File: src/rtl/key_pkg.sv
// ---------------------------------------------------------------------------
// key_pkg
// Shared definitions for the key_scan_ctrl debounce scheduler:
//   - key_fsm_e   : scheduler FSM states (IDLE, DEBOUNCE, COMMIT)
//   - KEY_CNT_W   : default debounce counter width
//   - KEY_CNT_MAX : default last counter value (20 ms at 50 MHz)
//   - rr_pick     : round-robin search over a request vector
// ---------------------------------------------------------------------------
package key_pkg;

    typedef enum logic [1:0] {
        IDLE     = 2'd0,
        DEBOUNCE = 2'd1,
        COMMIT   = 2'd2
    } key_fsm_e;

    localparam int unsigned KEY_MAX_NUM   = 16;
    localparam int unsigned KEY_MAX_IDX_W = 4;

    localparam int unsigned KEY_CNT_W     = 20;
    localparam logic [19:0] KEY_CNT_MAX   = 20'd999_999;

    // Returns the first set bit of req[num-1:0], searching upward from
    // last+1 and wrapping. Returns last when nothing is requested.
    function automatic int unsigned rr_pick(
        input logic [KEY_MAX_NUM-1:0] req,
        input int unsigned            last,
        input int unsigned            num
    );
        int unsigned idx;
        int unsigned pick;
        logic        found;
        pick  = last;
        found = 1'b0;
        for (int unsigned i = 1; i <= num; i++) begin
            idx = (last + i) % num;
            if (!found && req[idx[KEY_MAX_IDX_W-1:0]]) begin
                pick  = idx;
                found = 1'b1;
            end
        end
        return pick;
    endfunction

endpackage

File: src/rtl/key_sync2.sv
// ---------------------------------------------------------------------------
// key_sync2
// WIDTH-bit two-flop synchronizer for raw key pins. Both stages reset to 1
// so that keys read as released until real samples have propagated.
// Ports:
//   clk    in   sampling clock
//   rst_n  in   asynchronous active-low reset
//   d      in   WIDTH asynchronous inputs
//   q      out  WIDTH synchronized outputs
// ---------------------------------------------------------------------------
module key_sync2 #(
    parameter int unsigned WIDTH = 4
) (
    input  logic             clk,
    input  logic             rst_n,
    input  logic [WIDTH-1:0] d,
    output logic [WIDTH-1:0] q
);

    logic [WIDTH-1:0] stage1_d, stage1_q;
    logic [WIDTH-1:0] stage2_d, stage2_q;

    always_comb begin
        stage1_d = d;
        stage2_d = stage1_q;
    end

    always_ff @(posedge clk or negedge rst_n) begin
        if (!rst_n) begin
            stage1_q <= '1;
            stage2_q <= '1;
        end else begin
            stage1_q <= stage1_d;
            stage2_q <= stage2_d;
        end
    end

    assign q = stage2_q;

endmodule

File: src/rtl/key_scan_ctrl.sv
// ---------------------------------------------------------------------------
// key_scan_ctrl
// Debounce scheduler for KEY_NUM active-low keys sharing one debounce
// counter. A round-robin FSM grants the counter to a key whose synchronized
// level differs from its committed level; the new level is committed only
// after it has held for CNT_MAX+1 cycles.
//
// Optional feature macro: KEY_RELEASE_EN
//   defined   : adds key_release, a one-cycle pulse when a key is released
//   undefined : releases update key_state silently
//
// Ports:
//   sys_clk     in   system clock, rising edge
//   sys_rst_n   in   asynchronous active-low reset
//   key_in      in   raw key pins, 0 = pressed, asynchronous
//   key_flag    out  one-cycle press pulse per key (registered)
//   key_state   out  committed debounced level per key, 1 = released
//   busy        out  high while the counter is owned (DEBOUNCE or COMMIT)
//   active_idx  out  index of the key owning the counter
//   key_release out  one-cycle release pulse (KEY_RELEASE_EN only)
// ---------------------------------------------------------------------------
module key_scan_ctrl
    import key_pkg::*;
#(
    parameter  int unsigned      KEY_NUM = 4,
    parameter  int unsigned      CNT_W   = KEY_CNT_W,
    // Must be below 2**CNT_W; cnt never counts past this value.
    parameter  logic [CNT_W-1:0] CNT_MAX = CNT_W'(KEY_CNT_MAX),
    localparam int unsigned      IDX_W   = (KEY_NUM > 1) ? $clog2(KEY_NUM) : 1
) (
    input  logic               sys_clk,
    input  logic               sys_rst_n,
    input  logic [KEY_NUM-1:0] key_in,
    output logic [KEY_NUM-1:0] key_flag,
    output logic [KEY_NUM-1:0] key_state,
    output logic               busy,
    output logic [IDX_W-1:0]   active_idx
`ifdef KEY_RELEASE_EN
    ,
    output logic [KEY_NUM-1:0] key_release
`endif
);

    logic [KEY_NUM-1:0]     key_sync;
    logic [KEY_NUM-1:0]     mismatch;
    logic [KEY_MAX_NUM-1:0] req_ext;

    key_fsm_e               state_d, state_q;
    logic [CNT_W-1:0]       cnt_d, cnt_q;
    logic [IDX_W-1:0]       active_idx_d, active_idx_q;
    logic [IDX_W-1:0]       last_grant_d, last_grant_q;
    logic [KEY_NUM-1:0]     key_state_d, key_state_q;
    logic [KEY_NUM-1:0]     key_flag_d, key_flag_q;
`ifdef KEY_RELEASE_EN
    logic [KEY_NUM-1:0]     key_release_d, key_release_q;
`endif

    logic                   owner_steady;
    logic                   cnt_done;

    key_sync2 #(
        .WIDTH (KEY_NUM)
    ) u_sync (
        .clk   (sys_clk),
        .rst_n (sys_rst_n),
        .d     (key_in),
        .q     (key_sync)
    );

    assign mismatch = key_sync ^ key_state_q;

    always_comb begin
        req_ext                = '0;
        req_ext[KEY_NUM-1:0]   = mismatch;
    end

    // Owner's synchronized level matches its committed level: it bounced back.
    assign owner_steady = (key_sync[active_idx_q] == key_state_q[active_idx_q]);
    assign cnt_done     = (cnt_q == CNT_MAX);

    // ---------------- state register ----------------
    always_ff @(posedge sys_clk or negedge sys_rst_n) begin
        if (!sys_rst_n) begin
            state_q       <= IDLE;
            cnt_q         <= '0;
            active_idx_q  <= '0;
            last_grant_q  <= IDX_W'(KEY_NUM - 1);
            key_state_q   <= '1;
            key_flag_q    <= '0;
`ifdef KEY_RELEASE_EN
            key_release_q <= '0;
`endif
        end else begin
            state_q       <= state_d;
            cnt_q         <= cnt_d;
            active_idx_q  <= active_idx_d;
            last_grant_q  <= last_grant_d;
            key_state_q   <= key_state_d;
            key_flag_q    <= key_flag_d;
`ifdef KEY_RELEASE_EN
            key_release_q <= key_release_d;
`endif
        end
    end

    // ---------------- next-state logic ----------------
    always_comb begin
        state_d = state_q;
        unique case (state_q)
            IDLE: begin
                if (|mismatch) begin
                    state_d = DEBOUNCE;
                end
            end
            DEBOUNCE: begin
                if (owner_steady) begin
                    state_d = IDLE;
                end else if (cnt_done) begin
                    state_d = COMMIT;
                end
            end
            COMMIT: begin
                state_d = IDLE;
            end
            default: begin
                state_d = IDLE;
            end
        endcase
    end

    // ---------------- output / datapath logic ----------------
    // The press/release pulse is registered on the DEBOUNCE->COMMIT edge so
    // it is high exactly during the COMMIT cycle; key_state flips one edge
    // later, when leaving COMMIT.
    always_comb begin
        cnt_d         = cnt_q;
        active_idx_d  = active_idx_q;
        last_grant_d  = last_grant_q;
        key_state_d   = key_state_q;
        key_flag_d    = '0;
`ifdef KEY_RELEASE_EN
        key_release_d = '0;
`endif
        busy          = (state_q != IDLE);

        unique case (state_q)
            IDLE: begin
                if (|mismatch) begin
                    active_idx_d = IDX_W'(rr_pick(req_ext, 32'(last_grant_q), KEY_NUM));
                    cnt_d        = '0;
                end
            end
            DEBOUNCE: begin
                if (owner_steady) begin
                    last_grant_d = active_idx_q;
                    cnt_d        = '0;
                end else if (cnt_done) begin
                    // New level is the inverse of the committed one.
                    if (key_state_q[active_idx_q]) begin
                        key_flag_d[active_idx_q] = 1'b1;
                    end
`ifdef KEY_RELEASE_EN
                    else begin
                        key_release_d[active_idx_q] = 1'b1;
                    end
`endif
                end else begin
                    cnt_d = cnt_q + CNT_W'(1);
                end
            end
            COMMIT: begin
                key_state_d[active_idx_q] = ~key_state_q[active_idx_q];
                last_grant_d              = active_idx_q;
                cnt_d                     = '0;
            end
            default: begin
                cnt_d = '0;
            end
        endcase
    end

    assign key_flag    = key_flag_q;
    assign key_state   = key_state_q;
    assign active_idx  = active_idx_q;
`ifdef KEY_RELEASE_EN
    assign key_release = key_release_q;
`endif

endmodule

File: config.mk
export PLATFORM = sky130hd
export DESIGN_NAME = key_scan_ctrl
export DESIGN_NICKNAME = d
export VERILOG_FILES = /design/src/rtl/key_pkg.sv /design/src/rtl/key_sync2.sv /design/src/rtl/key_scan_ctrl.sv
export SDC_FILE = /design/constraint.sdc
export NUM_CORES = 1
export LEC_CHECK = 0
export CORE_ASPECT_RATIO = 1.5
export CORE_UTILIZATION = 30
export CTS_CLUSTER_DIAMETER = 60
export DETAILED_ROUTE_END_ITERATION = 16
export PLACE_DENSITY = 0.54
export SYNTH_ARGS = -nofsm -noshare
export SYNTH_HDL_FRONTEND = slang
export SYNTH_HIERARCHICAL = 1
export SYNTH_SLANG_ARGS = --single-unit
File: constraint.sdc
create_clock -name sys_clk -period 2.9 [get_ports sys_clk]
set_clock_uncertainty 0.15 [all_clocks]
set_input_delay 0.435 -clock sys_clk [delete_from_list [all_inputs] [get_ports sys_clk]]
set_output_delay 0.435 -clock sys_clk [all_outputs]
set_load 0.03 [all_outputs]
## After elaboration in Yosys (flattened, before gate mapping)

Cells that the tools add are included.

| storage, ports and cells | value |
|---|---|
| word-level logic and storage cells | 86 |
| bits in latches | 0 |
| flip-flop bits (word level) | 42 |
| memories kept | 0 |
| bits in read-only memories | 0 |
| RAM bits | 0 |

| cells by class | value |
|---|---|
| mux-type cells | 42 |
| equal/unequal tests | 8 |
| reduce and logical (&&, ||, !) cells | 15 |
| bitwise logic cells | 2 |
| shift operators | 0 |
| add/subtract/negate cells | 5 |
| divide/modulo/power cells | 0 |
| order comparisons | 6 |
| multiply operators | 0 |

Operators with widths:

| cell | number |
|---|---|
| two-way mux 20 bit | 3 |
| case mux 20 bit (2 select lines) | 1 |
| adder 20 x 1 -> 20 bit (second input constant) | 1 |
| equality test 20 bit (second input constant) | 1 |
| less-than comparator 2 x 5 -> 1 bit (second input constant) | 4 |
| two-way mux 1 bit | 16 |
| two-way mux 2 bit | 8 |
| two-way mux 4 bit | 4 |
| binary-select mux 1 bit (select 2 bit) | 6 |
| case mux 2 bit (2 select lines) | 2 |
| AND reduction 2 bit | 4 |
| != test 3 bit (second input constant) | 2 |
| adder 2 x 1 -> 2 bit (second input constant) | 2 |
| adder 2 bit (second input constant) | 2 |
| bitwise mux 4 bit | 1 |
| logical AND 1 bit | 4 |
| != test 2 bit (second input constant) | 2 |
| nonzero test 2 bit | 2 |
| OR reduction 4 bit | 1 |
| bitwise XOR 4 bit | 1 |
| zero test 1 bit | 3 |
| less-than comparator 2 x 3 -> 1 bit (second input constant) | 1 |
| demux 1 bit (select 2 bit) | 1 |
| equality test 2 x 1 -> 1 bit (second input constant) | 1 |
| 5 further kinds | 5 |

## Logic depth before layout (Yosys ltp)

Gate-level depths: netlist of the first run.

| depth | value |
|---|---|
| depth after elaboration | 19 |
| gate-level depth with buffers | 7 |
| depth with buffers taken out | 6 |

## Hierarchy

Netlist of the first run, hierarchy kept.

By module, submodules not included:

| module | times used | area an instance (um2) | cells an instance |
|---|---|---|---|
| key_scan_ctrl | 1 | 1881.8 | 200 |
| key_sync2 | 1 | 210.2 | 8 |

## Worst setup path after synthesis of the first run

No wires, ideal clock.

| timing path | value |
|---|---|
| path type | register -> register |
| start | register key_state_q[3], in the netlist key_state[3] |
| end | register cnt_q[10] |
| buffers on the path | 2 |
| cell stages (with the launch flop) | 8 |
| clock period less this slack | 2.350 ns |
| data required time | 2.671 ns |
| setup time | 0.079 ns |
| path slack | 0.550 ns |
| arrival time | 2.121 ns |
| cell sequence | dfstp_2 xnor2_1 mux4_2 or2_1 buf_2 buf_6 or2_1 mux2i_1 |

| on the way | value |
|---|---|
| cells in the longest elaborated chain, start to end | 5 |
| elaborated cells on any way between the ends | 10 |

Ends and longest elaborated chain:

| what | RTL line | RTL |
|---|---|---|
| start, declared | key_scan_ctrl.sv:52 | `logic [KEY_NUM-1:0] key_state_d, key_state_q;` |
| start signal, assigned | key_scan_ctrl.sv:98 | `key_state_q <= key_state_d;` |
| binary-select mux 1 bit (select 2 bit) | key_scan_ctrl.sv:78 | `assign owner_steady = (key_sync[active_idx_q] == key_state_q[active_idx_q]);` |
| two-way mux 1 bit (implied by the code) | key_scan_ctrl.sv:78 |  |
| equality test 1 bit | key_scan_ctrl.sv:78 |  |
| two-way mux 20 bit or != test 3 bit (tied branches) | -- |  |
| case mux 20 bit (2 select lines) or AND reduction 2 bit (tied branches) | -- |  |
| end signal, assigned | key_scan_ctrl.sv:95 | `cnt_q <= cnt_d;` |
| end, declared | key_scan_ctrl.sv:49 | `logic [CNT_W-1:0] cnt_d, cnt_q;` |

Parallel ways exist; a longest one is shown, timed or not. The select of a mux whose other input is x is not followed.
A chain may end at the register's enable or synchronous reset.

## Final worst setup path of the first run

| timing path | value |
|---|---|
| start | register key_state_q[3], in the netlist key_state[3] |
| end | register cnt_q[19] |

The elaborated chain is that of the path after synthesis.

==> results of run 1 <==
power by group through the flow:
| stage | combinational, W | sequential, W | clock [W] |
|---|---|---|---|
| detailed placement | 0.000495 | 0.000776 | 0 |
| floorplan | 0.000375 | 0.000751 | 0 |
| global route | 0.000538 | 0.000778 | 0.000509 |
| finish | 0.000487 | 0.000764 | 0.000471 |
| global placement | 0.000487 | 0.000776 | 0 |
| CTS | 0.000497 | 0.000764 | 0.000491 |
registers in the layout (all words and copies together), names as in the netlist:
signal           flops
last_grant_q         2
active_idx           2
state_q              2
u_sync/q             4
key_flag             4
u_sync/stage1_q      4
cnt_q               20
key_state            4
per-stage QoR:
| stage | hold slack (ns) | cell area, um2 | total power (W) | worst slack (ns) | util |
|---|---|---|---|---|---|
| after floorplan | -0.0106 | 2090 | 0.00113 | 0.550 | - |
| after global placement | 0.196 | 2320 | 0.00126 | 0.520 | 0.350 |
| after detailed placement | 0.197 | 2320 | 0.00127 | 0.483 | 0.350 |
| after CTS | 0.160 | 2430 | 0.00175 | 0.443 | 0.367 |
| after global routing | 0.202 | 2430 | 0.00183 | 0.340 | 0.367 |
| final | 0.119 | 2430 | 0.00172 | 0.463 | 0.367 |
metal layers:
| layer | vias to the layer above | track usage | part of all wire |
|---|---|---|---|
| met1 | 831 | 0.149 | 0.39 |
| li1 | 798 | - | - |
| met2 | 29 | 0.262 | 0.56 |
| met3 | 6 | 0.0271 | 0.028 |
| met4 | 0 | 0.0586 | 0.016 |
| met5 | - | 0 | 0 |
kinds of logic after synthesis:
logic type / after synthesis
AO/OA/AOI/OAI: 45
XOR/XNOR: 8
adder cells (fa/ha/maj): 1
buffers and inverters: 15
flip-flops: 42
multiplexers: 7
AND/OR/NAND/NOR: 90
area by class of cell:
| class | instances | area, um2 | share of cell area |
|---|---|---|---|
| clock buffers | 5 | 68.8 | 0.0283 |
| clock inverters | 3 | 42.5 | 0.0175 |
| inverters | 7 | 26.3 | 0.0108 |
| multi-input cells | 151 | 957 | 0.394 |
| flip-flops and latches | 42 | 1070 | 0.440 |
| well taps | 76 | 95.1 | 0.0392 |
| repair buffers | 18 | 170 | 0.0701 |
worst paths after layout:
check	endpoint	slack (ns)	start
max	cnt_q[19]	0.46	key_state[3]
min	cnt_q[13]	0.12	sys_rst_n
max in group asynchronous	state_q[0]	1.90	sys_rst_n
max reg2reg	cnt_q[19]	0.46	key_state[3]
min reg2reg	u_sync/q[3]	0.21	u_sync/stage1_q[3]
min in group sys_clk	u_sync/q[3]	0.21	u_sync/stage1_q[3]
worst reg2reg max path, delay by kind of cell (launching register included):
family	cells	cell delay, ns
DFF	1	0.58
muxes	1	0.55
xor gates and xnor gates	1	0.15
and+or+nand+nor	3	0.95
cell usage in the layout (no fill, tap or decap), types with 2 or more instances in the layout:
cell type	netlist	layout
sky130_fd_sc_hd__nor2_1	12	12
sky130_fd_sc_hd__inv_4	0	2
sky130_fd_sc_hd__and3_1	3	3
sky130_fd_sc_hd__mux2_2	3	3
sky130_fd_sc_hd__o2bb2ai_1	2	2
sky130_fd_sc_hd__and4b_1	2	2
sky130_fd_sc_hd__nor3_1	7	7
sky130_fd_sc_hd__a211o_1	2	2
sky130_fd_sc_hd__inv_1	7	7
sky130_fd_sc_hd__a21oi_1	9	9
sky130_fd_sc_hd__dfstp_2	14	14
sky130_fd_sc_hd__clkdlybuf4s50_1	0	15
sky130_fd_sc_hd__nand3_1	16	16
sky130_fd_sc_hd__nand2_1	18	18
sky130_fd_sc_hd__and4_1	4	4
sky130_fd_sc_hd__a31oi_1	6	6
sky130_fd_sc_hd__nor3b_1	2	2
sky130_fd_sc_hd__xor2_1	4	4
sky130_fd_sc_hd__or2_1	3	3
sky130_fd_sc_hd__a21o_1	4	4
sky130_fd_sc_hd__buf_4	0	2
sky130_fd_sc_hd__nor4_1	4	4
sky130_fd_sc_hd__nand4_1	7	7
sky130_fd_sc_hd__nand2b_1	2	2
sky130_fd_sc_hd__clkbuf_8	0	5
sky130_fd_sc_hd__or3_1	5	5
sky130_fd_sc_hd__o21ai_0	11	11
sky130_fd_sc_hd__xnor2_1	4	4
sky130_fd_sc_hd__dfrtp_1	28	28
sky130_fd_sc_hd__mux2i_1	3	3
sky130_fd_sc_hd__a22o_1	3	3
==> results.md, run 1 <==
Floorplan:
- The placement row count is 36.
- The die height is 104 um.
- The core footprint is 6620 um2.
- The floorplan step defined a die boundary enclosing 7320 um2.
- The die is 70.2 um wide.
- The number of I/O pins is 17.
- The initial standard-cell utilization of the core is 0.316.

Yosys:
- The fraction of the mapped netlist area in compound gates is 0.142.
- Ranked by instance count, the synthesized netlist is headed by sky130_fd_sc_hd__dfrtp_1 (28), sky130_fd_sc_hd__nand2_1 (18), sky130_fd_sc_hd__nand3_1 (16).
- Of the total synthesized cell area, the portion taken by full adders, half adders and majority gates is 0.00598.
- The synthesized cell area is 2090 um2.
- Among all flip-flop cells after synthesis, the most frequent one is sky130_fd_sc_hd__dfrtp_1.
- The area share of and/or/nand/nor cells after synthesis is 0.234.
- By area, the combinational part of the netlist is dominated by simple AND/OR/NAND/NOR gates.
- Counting every net in the synthesized netlist gives 215.
- The register bit total from synthesis is 42.
- The cell type with the largest total area after synthesis is sky130_fd_sc_hd__dfrtp_1.
- Synthesis produced 208 cells.
- The multiplexer share of the synthesized area is 0.0413.
- The share of synthesized registers carrying an async set or reset is 1.00.
- The area share of the leading cell type in the synthesized netlist is 0.335.
- In this run the mean area of a mapped cell was 10.1 um2.
- After synthesis, the netlist uses 45 different library cells.
- The synthesized design contains 0 enable-type register cells.
- The Yosys step of the flow raised 6 warnings.
- After synthesis, the cell types taking the most area are sky130_fd_sc_hd__dfrtp_1 (33%), sky130_fd_sc_hd__dfstp_2 (18%), sky130_fd_sc_hd__nand3_1 (3.8%), sky130_fd_sc_hd__nand2_1 (3.2%), sky130_fd_sc_hd__o21ai_0 (2.6%).
- The share of the yosys chip area belonging to registers is 0.511.
- Of the total synthesized cell area, the portion taken by XOR and XNOR cells is 0.0335.
- The leading cell type by number of instances after synthesis is sky130_fd_sc_hd__dfrtp_1.

Pwr:
- Of the total power, combinational logic draws 0.283.
- The share of total power dissipated in sequential elements is 0.444.
- The total power per unit cell area is 709 nW/um2.
- The analysis attributes to net switching a power of 0.000597 W.
- The internal portion of the total power is 0.00112 W.
- The largest voltage drop on the vdd net is 0.360 mV.
- The switching power share of the total is 0.347.
- Summed over all cells, the static leakage comes to 0.997 nW.
- Of the total power, the clock network draws 0.274.

Timing:
- The worst pin sits at a relative slew slack of 0.385.
- The final-report max-slew violation count came to 0.
- Setup repair after global routing left no endpoint under its margin.
- The maximum clock rate is 410 MHz.
- For the finished layout, the period the worst path requires is 2.44 ns.
- Dividing the final minimum period by the clock period gives 0.840.
- Summed over all failing endpoints, the final setup total negative slack is 0 ns.
- Setup violations remaining at the end of the flow were counted as 0.
- The transition time of the tightest slew-check pin is 0.923 ns.
- The number of hold-slack violations in the final timing report is 0.

Route:
- The number of design rule violations left after detail routing is 0.
- The detailed router finished its first iteration with 116 violations.
- The routed length per instance is 15.6 um.
- Using the TritonRoute via totals, the vias-per-cell ratio works out to 5.51.
- The overall routed net length is 4710 um.
- The first detailed-routing pass ran for 4 iterations.
- The remaining antenna violation count is 0.
- The number of vias after detailed routing is 1664.

Global route:
- The initial antenna violation count came to 0.
- After global routing the overflow that remains totals 0.
- Across every metal layer, demand over resource in global routing totals 0.140.
- Entering global routing, the biggest net connects 43 pins.
- The via count of the first global-routing pass is 1710.
- The global-route wire length before repair is 8110 um.

Critical path:
- The required time of the worst setup path is 2.98 ns.
- For the worst setup path, the data arrival time is 2.52 ns.
- The largest fanout on the critical path is 16.
- STA classifies the critical path endpoint as a register.
- The slowest stage of the critical path is the sky130_fd_sc_hd__dfstp_2 cell.
- The family with the most delay on the worst path is simple AND/OR/NAND/NOR gates.
- STA classifies the critical path startpoint as a register.
- The delay of the slowest critical-path stage is 0.58 ns.
- Traced cell by cell, the critical path runs through xnor2_1 -> mux4_2 -> or2_1 -> or3_1 -> nand3_1.
- Together, buffers and inverters on the worst path number 0.
- Measured in cells, the most critical reg-to-reg path has a length of 5.
- The critical path class is reg -> reg.
- The number of gates on the worst path with buffers counted is 5.

Clock network:
- After clock tree synthesis, the clock-pin slew on the worst setup and hold paths is 0.09 ns.
- The tree is rooted in a sky130_fd_sc_hd__clkbuf_8.
- The clock passes through at most 2 buffers.
- The clock sink count is 42.
- The number of CTS-inserted buffers is 5.
- At the later pin of the worst-skew pair, clock insertion delay measures 0.30 ns.
- Once the clock tree was built, the setup fixing pass inserted 0 buffers.
- The number of resized instances in the post-cts repair step is 0.
- The CTS tree is built.
- The clock tree synthesis step divided the H-tree into 2 levels.
- The number of hold buffers added after CTS was 0.

Outcome:
- The flow ran to the end, and the final reports show no timing, DRC or antenna violations.

Cells and area:
- The share of layout cells above drive strength 1 is 0.142.
- The area added between synthesis and finish is 16.1%.
- Leaving out filler cells and counting taps, the final layout contains 302.
- 0 antenna diodes ended up in the layout.
- Counting the fill cells in the layout gives 681.
- In the final design database the tool counted 232 nets.

Placed design:
- The HPWL reported at the end of detailed placement is 3360 um.
- The cell total after placement is 294.
- The number of buffers inserted by port buffering is 16.
- The congestion estimate from routability-driven global placement came to 0.760.

Worst hold path:
- The min-delay analysis places its worst path in the category in -> async.

Flow run:
- Max-cap violations in this run came to 0.
Power figures use the tool's default switching activity.
==> inputs of run 2 (changes only) <==
- clock period: 2.9 -> 2.5 ns (I/O delays scaled with it)
==> run 2 against run 1 <==
- utilization rose by 1.2 points
- routed wire length up 0.34%
- first-iteration DRC count fell by 5.2%
- final area up 3.3%
- fmax increased by 2.9%
- non-clock buffer count increased by 9
- die area did not move
- register-to-register slack worse by 0.33 ns
- critical endpoint is now cnt_q[18]
==> results.md, run 2 (synthesis gave the netlist of run 1 again) <==
Route:
- The detailed router put a total of 1940 um of wire on met1.
- The detailed router finished its first iteration with 110 violations.
- The routed via count divided by cell count is 5.38.
- The first detailed-routing pass took 4 iterations.
- The sum of met3 wire segment lengths after detailed routing is 138 um.
- The routed layout has 1672 vias.
- After detailed routing, the total wire length is 4730 um.
- After detailed routing, the number of remaining DRC violations is 0.
- After detailed routing, the met2 layer carries 2600 um of wire.
- After detailed routing, no signal wire sits above met4.
- After detailed routing, the average wire length per cell comes to 15.2 um.
- The detail route stage leaves a number of antenna-violating nets equal to 0.

Cells and area:
- The flip-flop count of the largest register, all copies and words added is 20.
- The count of inserted antenna diode cells is 0.
- After the last flow step, the layout net total stands at 241.
- For this run, the share of the core covered by cells in the final layout is 0.379.
- The area added between synthesis and finish is 20.0%.
- The most frequent standard cell in the layout excluding fill and tap cells is sky130_fd_sc_hd__dfrtp_1.
- The largest register by flop count is cnt_q.
- Leaving out fill and tap cells, the most frequent cells in the layout are sky130_fd_sc_hd__dfrtp_1 (28), sky130_fd_sc_hd__nand2_1 (18), sky130_fd_sc_hd__nand3_1 (16).
- Of the cells placed in the final design, the portion with a size suffix greater than 1 is 0.170.

Critical path:
- Traced cell by cell, the critical path runs through xnor2_1 -> mux4_2 -> or2_2 -> or3_1 -> nand3_1.
- On the critical path, the stage with the largest delay is an instance of sky130_fd_sc_hd__dfstp_2.
- The arrival time reported for the critical path endpoint is 2.45 ns.
- The family with the most delay on the worst path is simple AND/OR/NAND/NOR gates.
- For the worst setup path, the data required time is 2.58 ns.
- The worst setup path is of the reg -> reg kind.
- The kind of end point of the critical path is a register.
- The nature of the critical path startpoint is a register.
- For this run, the slowest stage of the critical path takes 0.57 ns.
- Of all nets on the critical path, the largest fanout is 16.
- The critical path buffer and inverter count is 0.

Timing:
- Setup repair after global routing left no endpoint under its margin.
- The final-report max-slew violation count is 0.
- The worst path needs 2.37 ns of the cycle, external delays included.
- For the pin with the worst max-slew slack, the measured transition is 0.526 ns.
- In the finished design, the share of the clock period the worst path needs comes to 0.947.
- The number of setup violations in the final report is 0.
- The worst path setup slack after routing is 0.131 ns.
- The final sum of negative setup slack is 0 ns.
- The relative slew slack is 0.647.
- The hold slack is 0.208 ns.
- Static timing analysis puts the maximum clock frequency at 422 MHz.
- The number of hold-slack violations in the final timing report is 0.

Placed design:
- In this run the tool buffered the top-level ports with 16 buffer cells.
- Routability-driven placement finished with a final weighted congestion of 0.783.
- Detailed placement ended at an HPWL of 3520 um.
- Prior to clock tree synthesis, the placed netlist has a worst setup slack of 0.113 ns.

Floorplan:
- The placement row count is 36.
- The die span in x is 70.2 um.
- The number of I/O pins is 17.
- The die height is 104 um.
- For this configuration, the core starts out at a cell density of 0.316.
- After floorplanning, the core was sized to cover 6620 um2.
- The total die area is 7320 um2.

Global route:
- The global-route wire length before repair is 8360 um.
- Entering global routing, the biggest net connects 22 pins.
- In the global route stage, overall resource usage came out at 0.142.
- The remaining global-route overflow is 0.
- The initial antenna violation count came to 0.
- The via count of the first global-routing pass was 1762.

Clock network:
- The number of CTS-inserted buffers is 5.
- The clock sink count is 42.
- Clock-pin slew was measured on the worst setup and hold paths at 0.08 ns.
- Post-CTS timing repair inserted 0 buffers for setup.
- TritonCTS built the clock tree.
- The later-pin clock latency in the skew report is 0.30 ns.
- The clock passes through at most 2 buffers.
- The number of levels the H-tree was split into is 2.
- The root buffer cell chosen for the clock tree is sky130_fd_sc_hd__clkbuf_8.

Pwr:
- The total power per unit cell area is 818 nW/um2.
- VDD sags by at most 0.478 mV.
- Summing internal, switching and leakage power gives 0.00205 W.
- For this design the static power due to leakage is 1.04 nW.

Outcome:
- The flow ran to the end, and the final reports show no timing, DRC or antenna violations.

Flow run:
- The reported max-cap violation count is 0.

Worst hold path:
- The tightest min-delay check is of the reg -> reg type.
## run 2: worst paths after layout
| path | cells past startpoint | end | slack (ns) | start |
|---|---|---|---|---|
| max | 5 | cnt_q[18] | 0.13 | key_state[0] |
| min | 0 | u_sync/q[3] | 0.21 | u_sync/stage1_q[3] |
| max reg2reg | 5 | cnt_q[18] | 0.13 | key_state[0] |
| min reg2reg | 0 | u_sync/q[3] | 0.21 | u_sync/stage1_q[3] |
| max in group asynchronous | 3 | key_state[2] | 1.25 | sys_rst_n |
| min in group asynchronous | 2 | cnt_q[13] | 0.36 | sys_rst_n |
## run 2: final cells by class
type                       count  area (um2)
timing repair buffer          27         253
sequential                    42        1070
fill                         660        4110
multi-input combinational    151         957
clock buffer                   6        72.6
tap                           76        95.1
inverter                       7        26.3
clock inverter                 2        37.5
## run 2: what timing repair did
item / CTS / global route
setup endpoints to repair: 0 / 4
endpoints found under the hold margin: 14 / 0
hold buffers: 1 / 0
gates resized for setup: 0 / 1
## run 2: metal layers
layer	up-vias	global-route usage
li1	821	-
met1	812	0.159
met2	35	0.264
met3	4	0.0271
met4	0	0.0486
met5	-	0
## run 2: where the power goes
part	internal, W	total [W]	switching [W]
registers	0.000767	0.000850	0.0000831
logic	0.000290	0.000671	0.000381
clock network	0.000298	0.000533	0.000235
total	0.00136	0.00205	0.000699
## run 2: stage by stage
step,cells,cell area [um2]
after floorplan,208,2090
after global placement,302,2390
after detailed placement,302,2390
after CTS,311,2510
after global routing,311,2510
final,311,2510
